`config.mk`:
```
export PLATFORM = sky130hd
export DESIGN_NAME = logic_truth_sweep
export DESIGN_NICKNAME = d
export VERILOG_FILES = /design/src/rtl/logic_sweep_pkg.sv /design/src/rtl/gate_eval.sv /design/src/rtl/logic_truth_sweep.sv
export SDC_FILE = /design/constraint.sdc
export NUM_CORES = 1
export LEC_CHECK = 0
export ABC_AREA = 0
export BUFFER_PORTS_ARGS = -buffer_cell sky130_fd_sc_hd__buf_2
export CAP_MARGIN = 40
export CORE_AREA = 4 4 60 68
export DETAILED_ROUTE_END_ITERATION = 6
export DIE_AREA = 0 0 64 72
export GPL_ROUTABILITY_DRIVEN = 0
export SYNTH_ARGS = -nofsm -noshare
export SYNTH_HDL_FRONTEND = slang
export SYNTH_HIERARCHICAL = 1
export SYNTH_SLANG_ARGS = --single-unit
```
`constraint.sdc`:
```
create_clock -name clk -period 2.45 [get_ports clk]
set_clock_uncertainty 0.2 [all_clocks]
set_input_delay 0.3675 -clock clk [delete_from_list [all_inputs] [get_ports clk]]
set_output_delay 0.3675 -clock clk [all_outputs]
set_load 0.01 [all_outputs]
```
`src/rtl/logic_sweep_pkg.sv`:
```
// Shared encodings for the truth-table sweep: gate select codes and FSM states.
package logic_sweep_pkg;

  typedef enum logic [2:0] {
    OP_AND  = 3'd0,
    OP_OR   = 3'd1,
    OP_XOR  = 3'd2,
    OP_XNOR = 3'd3,
    OP_NAND = 3'd4,
    OP_NOR  = 3'd5,
    OP_BUF  = 3'd6,
    OP_NOT  = 3'd7
  } op_e;

  typedef enum logic [1:0] {
    ST_IDLE = 2'd0,
    ST_RUN  = 2'd1,
    ST_DONE = 2'd2
  } state_e;

endpackage

```
`src/rtl/gate_eval.sv`:
```
// Combinational N-input reduction gate selected by a 3-bit op code.
module gate_eval
  import logic_sweep_pkg::*;
#(
  parameter int N_IN = 2
) (
  input  logic [2:0]      op,
  input  logic [N_IN-1:0] vec,
  output logic            y
);

  always_comb begin
    y = 1'b0;
    case (op_e'(op))
      OP_AND:  y = &vec;
      OP_OR:   y = |vec;
      OP_XOR:  y = ^vec;
      OP_XNOR: y = ~^vec;
      OP_NAND: y = ~&vec;
      OP_NOR:  y = ~|vec;
      OP_BUF:  y = vec[0];
      OP_NOT:  y = ~vec[0];
      default: y = 1'b0;
    endcase
  end

endmodule

```
`src/rtl/logic_truth_sweep.sv`:
```
// Self-sequencing exhaustive sweep of gate_eval: walks every input vector,
// captures the truth table and compares it against an expected pattern.
module logic_truth_sweep
  import logic_sweep_pkg::*;
#(
  parameter  int N_IN = 2,
  parameter  int HOLD = 1,
  localparam int TT_W = 2**N_IN
) (
  input  logic            clk,
  input  logic            rst_n,
  input  logic            start,
  input  logic            abort,
  input  logic [2:0]      op,
  input  logic [TT_W-1:0] expect_tt,
  output logic            busy,
  output logic            done,
  output logic [N_IN-1:0] vec,
  output logic            y,
  output logic [TT_W-1:0] tt,
  output logic            pass
);

  localparam int HC_W = $clog2(HOLD) + 1;
  localparam logic [HC_W-1:0] HOLD_LAST = HC_W'(HOLD - 1);
  localparam logic [N_IN-1:0] VEC_LAST  = '1;

  state_e          r_state;
  logic [HC_W-1:0] r_hold;
  logic [N_IN-1:0] r_vec;
  logic [TT_W-1:0] r_tt;
  logic [TT_W-1:0] r_exp_q;
  logic [2:0]      r_op_q;
  logic            r_busy;
  logic            r_done;
  logic            r_pass;

  logic            w_y;
  logic            w_hold_last;
  logic            w_vec_last;
  logic [TT_W-1:0] w_tt_next;

  gate_eval #(.N_IN(N_IN)) u_gate (
    .op  (r_op_q),
    .vec (r_vec),
    .y   (w_y)
  );

  assign w_hold_last = (r_hold == HOLD_LAST);
  assign w_vec_last  = (r_vec == VEC_LAST);

  // Table including the bit being captured this cycle, so pass sees the final bit.
  always_comb begin
    w_tt_next        = r_tt;
    w_tt_next[r_vec] = w_y;
  end

  always_ff @(posedge clk) begin
    if (!rst_n) begin
      r_state <= ST_IDLE;
      r_hold  <= '0;
      r_vec   <= '0;
      r_tt    <= '0;
      r_exp_q <= '0;
      r_op_q  <= '0;
      r_busy  <= 1'b0;
      r_done  <= 1'b0;
      r_pass  <= 1'b0;
    end else begin
      case (r_state)
        ST_IDLE: begin
          r_done <= 1'b0;
          if (start) begin
            r_op_q  <= op;
            r_exp_q <= expect_tt;
            r_vec   <= '0;
            r_hold  <= '0;
            r_tt    <= '0;
            r_pass  <= 1'b0;
            r_busy  <= 1'b1;
            r_state <= ST_RUN;
          end
        end
        ST_RUN: begin
          if (abort) begin
            r_state <= ST_IDLE;
            r_busy  <= 1'b0;
            r_pass  <= 1'b0;
            r_vec   <= '0;
            r_hold  <= '0;
          end else if (w_hold_last) begin
            r_tt   <= w_tt_next;
            r_hold <= '0;
            if (w_vec_last) begin
              r_state <= ST_DONE;
              r_busy  <= 1'b0;
              r_done  <= 1'b1;
              r_pass  <= (w_tt_next == r_exp_q);
            end else begin
              r_vec <= r_vec + 1'b1;
            end
          end else begin
            r_hold <= r_hold + 1'b1;
          end
        end
        ST_DONE: begin
          r_done  <= 1'b0;
          r_vec   <= '0;
          r_state <= ST_IDLE;
        end
        default: begin
          r_state <= ST_IDLE;
          r_busy  <= 1'b0;
          r_done  <= 1'b0;
        end
      endcase
    end
  end

  assign busy = r_busy;
  assign done = r_done;
  assign vec  = r_vec;
  assign y    = w_y;
  assign tt   = r_tt;
  assign pass = r_pass;

endmodule

```
==> results.txt <==
Worst slew margin relative to its limit - 72.9%
Max Transition Viols Final - 0
Clock transition at the register clock pins on the worst setup and hold paths after CTS - 0.07 ns
Fraction of power consumed by combinational cells - 14.1%
RSZ-0062 raised after global routing - false
Syn Inst Count - 105
Reg-to-reg setup timing slack - 0.26 ns
Latest clock arrival within the worst-skew pair - 0.25 ns
Cells traversed along the worst timing path - inv_1 > ha_1 > mux2i_1 > xor2_1 > mux2i_2 > buf_2
Cell at the slowest stage of the critical path - mux2i_2
Initial cell density of the core - 28.5%
Global-route wire length before repair - 3.82 mm
WL final - 2.18 mm
Top library cells by usage in the layout, fill and taps aside - buf_2 (20), dfxtp_1 (18), mux2i_1 (15), nor2b_1 (9)
Post-DR vias/cell - 4.45
Family of cells with the greatest summed delay on the critical path - multiplexers
Most common library cell in the layout ignoring fill and taps - buf_2
Depth of the critical timing path with buffers and inverters included - 6
DIE AREA - 0.00461 sq mm
Final setup violation count - 0
Internal power - 492 uW
Hold depth - 3
Half-perimeter wire length after detailed placement - 1.67 mm
Max-cap violation count - 0
Net switching power - 160 uW
Power density over the cells - 532 mW/mm^2
TritonCTS clock tree - built
Maximum fanout encountered on the critical timing path - 7
Delay of the slowest cell on the worst path - 0.35 ns
Maximum number of pins on one net before global-route repair - 19
Netlist Area Pre-Place - 993 sq um
Max Clk Rate - 436 MHz
Initial antenna violation count - 0
Critical path data arrival time - 1.73 ns
Area growth syn-to-layout - 23.2%
Synth cell types - 32
Depth of the worst register-to-register path - 8
Bufs on Longest Clock Path - 2
Main flop type after synthesis - dfxtp_1
Ant diodes - 0
CTS buffer count - 3
Actual slew at the worst max-slew pin - 0.398 ns
Outcome - finished, final reports clean
Count of buffers inserted at the top-level ports - 20
Drt drc - 0
Min cycle time layout - 2.29 ns
Clk Tree Root Cell - clkbuf_8
Sink Count - 18
Number of setup buffers added after CTS - 0
Share of cells above drive strength 1 - 22.5%
Drt initial violations - 38
Buffers and inverters on the worst path - 2
Switching Share - 24.5%
Overall die height - 72 um
Sequential fraction of the synthesis area - 36.3%
Endpoint type of the worst setup path - primary output
Total Neg Setup Slack - 0 ns
Flop and latch count out of synthesis - 18
Top-level port count - 21
GRT Resource Usage Total - 10.2%
Number of global-route vias before repair - 836
Synth Warn # - 6
Core area - 0.00348 sq mm
Total power - 652 uW
Worst supply voltage drop on vdd - 0.169 mV
Share of the clock period used by the worst path after layout - 93.6%
Final hold violation count - 0
Post-synthesis async set-or-reset flop share - 0%
Die span in x - 64 um
Number of placement rows - 23
Total number of vias - 796
Static Leakage - 0.547 nW
Crit path required time - 1.88 ns
Startpoint types - flop
Portion of total power attributed to sequential cells - 48.3%
Clock Power Share - 37.6%
Syn_nets - 122
Post-route antenna net violation count - 0
Synthesized area divided by synthesized cell count - 9.46 sq um
Detailed-route wire length per cell - 12.2 um
Final net count - 147
Hold/Removal Path Class - input pin to flop
Detailed-router iteration count before antenna repair - 4
Number of flops mapped to enable cells by yosys - 0
Critical setup path kind - flop to primary output
H-tree Lvls - 1
Global-route congestion overflow total - 0
==> registers in the layout (all words and copies together) (netlist names) <==
signal   count
r_state      2
busy         1
done         1
tt           4
vec          2
r_exp_q      4
pass         1
r_op_q       3
==> layout make-up <==
class                           count  area (sq um)
Tap cell                           50          62.6
Clock buffer                        4          55.1
Fill cell                         362          2260
Multi-Input combinational cell     77           597
Sequential cell                    18           360
Inverter                            7          26.3
Timing Repair Buffer               23           123
==> repair_timing <==
item | CTS | global route
endpoints found under the setup margin | 0 | 4
gates resized for setup | 0 | 1
hold buffers | 0 | 0
==> worst register-to-register path: cells and delay by family (launching register included) <==
kind            cells  cell delay (ns)
mux                 3             0.66
flops               1             0.34
compound gates      1             0.33
fa+ha+maj           1             0.27
xor+xnor            2             0.25
buf+inv             1             0.05
==> path summary, 6_finish.rpt <==
kind / from / endpoint
worst min register to register: tt[3]$_SDFFE_PN0P_ / tt[3]$_SDFFE_PN0P_
worst max-delay path: vec[0]$_SDFFE_PN0P_ / y
worst max register to register: vec[0]$_SDFFE_PN0P_ / pass$_SDFFE_PN0P_
worst min-delay path: op[1] / r_op_q[1]$_SDFFE_PN0P_
==> power by group through the flow <==
stage / combinational (mW) / sequential, mW / clock, mW
6_report: 0.0919 / 0.315 / 0.245
5_1_grt: 0.102 / 0.316 / 0.268
4_1_cts: 0.0912 / 0.314 / 0.256
3_5_place_dp: 0.0907 / 0.321 / 0
3_3_place_gp: 0.0881 / 0.321 / 0
2_1_floorplan: 0.0599 / 0.321 / 0
==> Yosys cell counts (2+ instances only) <==
cell type  instances  area, sq um
xnor2_1            4         35.0
inv_1              6         22.5
a21boi_0           5         37.5
buf_2              2         10.0
and3_1             2         12.5
dfxtp_1           18          360
nor2_1             6         22.5
nand2_1            4         15.0
a21oi_1            2         10.0
xor2_1             3         26.3
mux2i_1           16          160
nor2b_1            9         56.3
o21ai_0            4         20.0
ha_1               6         75.1
==> kinds of logic (layout without fill, tap and decap cells) <==
kind of cell / count (synthesis) / in the layout / share of synthesized area, %
AOI/OAI and AO/OA: 18 / 18 / 12.7
xor gates and xnor gates: 7 / 7 / 6.17
adders and majority gates: 6 / 6 / 7.56
buffers and inverters: 10 / 34 / 4.03
DFF: 18 / 18 / 36.3
muxes: 16 / 16 / 16.1
and+or+nand+nor: 30 / 30 / 17.1
==> routing by layer <==
layer	GRT usage, %	up-vias	share of wire [%]
met1	12.9	366	48
met4	2.88	0	0
li1	-	410	-
met2	17.3	20	47
met5	0	-	0
met3	2.48	0	4.9
==> through the flow <==
stage               utilization [%]  worst slack [ns]  hold slack [ns]  std cells  instance area (sq um)
global route                   35.1            0.0251            0.188        179                   1220
finish                         35.1             0.157            0.173        179                   1220
CTS                            35.0            0.0105            0.167        179                   1220
floorplan                         -            0.0733            0.296        105                    993
global placement               33.5             0.245            0.288        175                   1160
detailed placement             33.5             0.101            0.287        175                   1160
(Power assumes the default switching activity.)
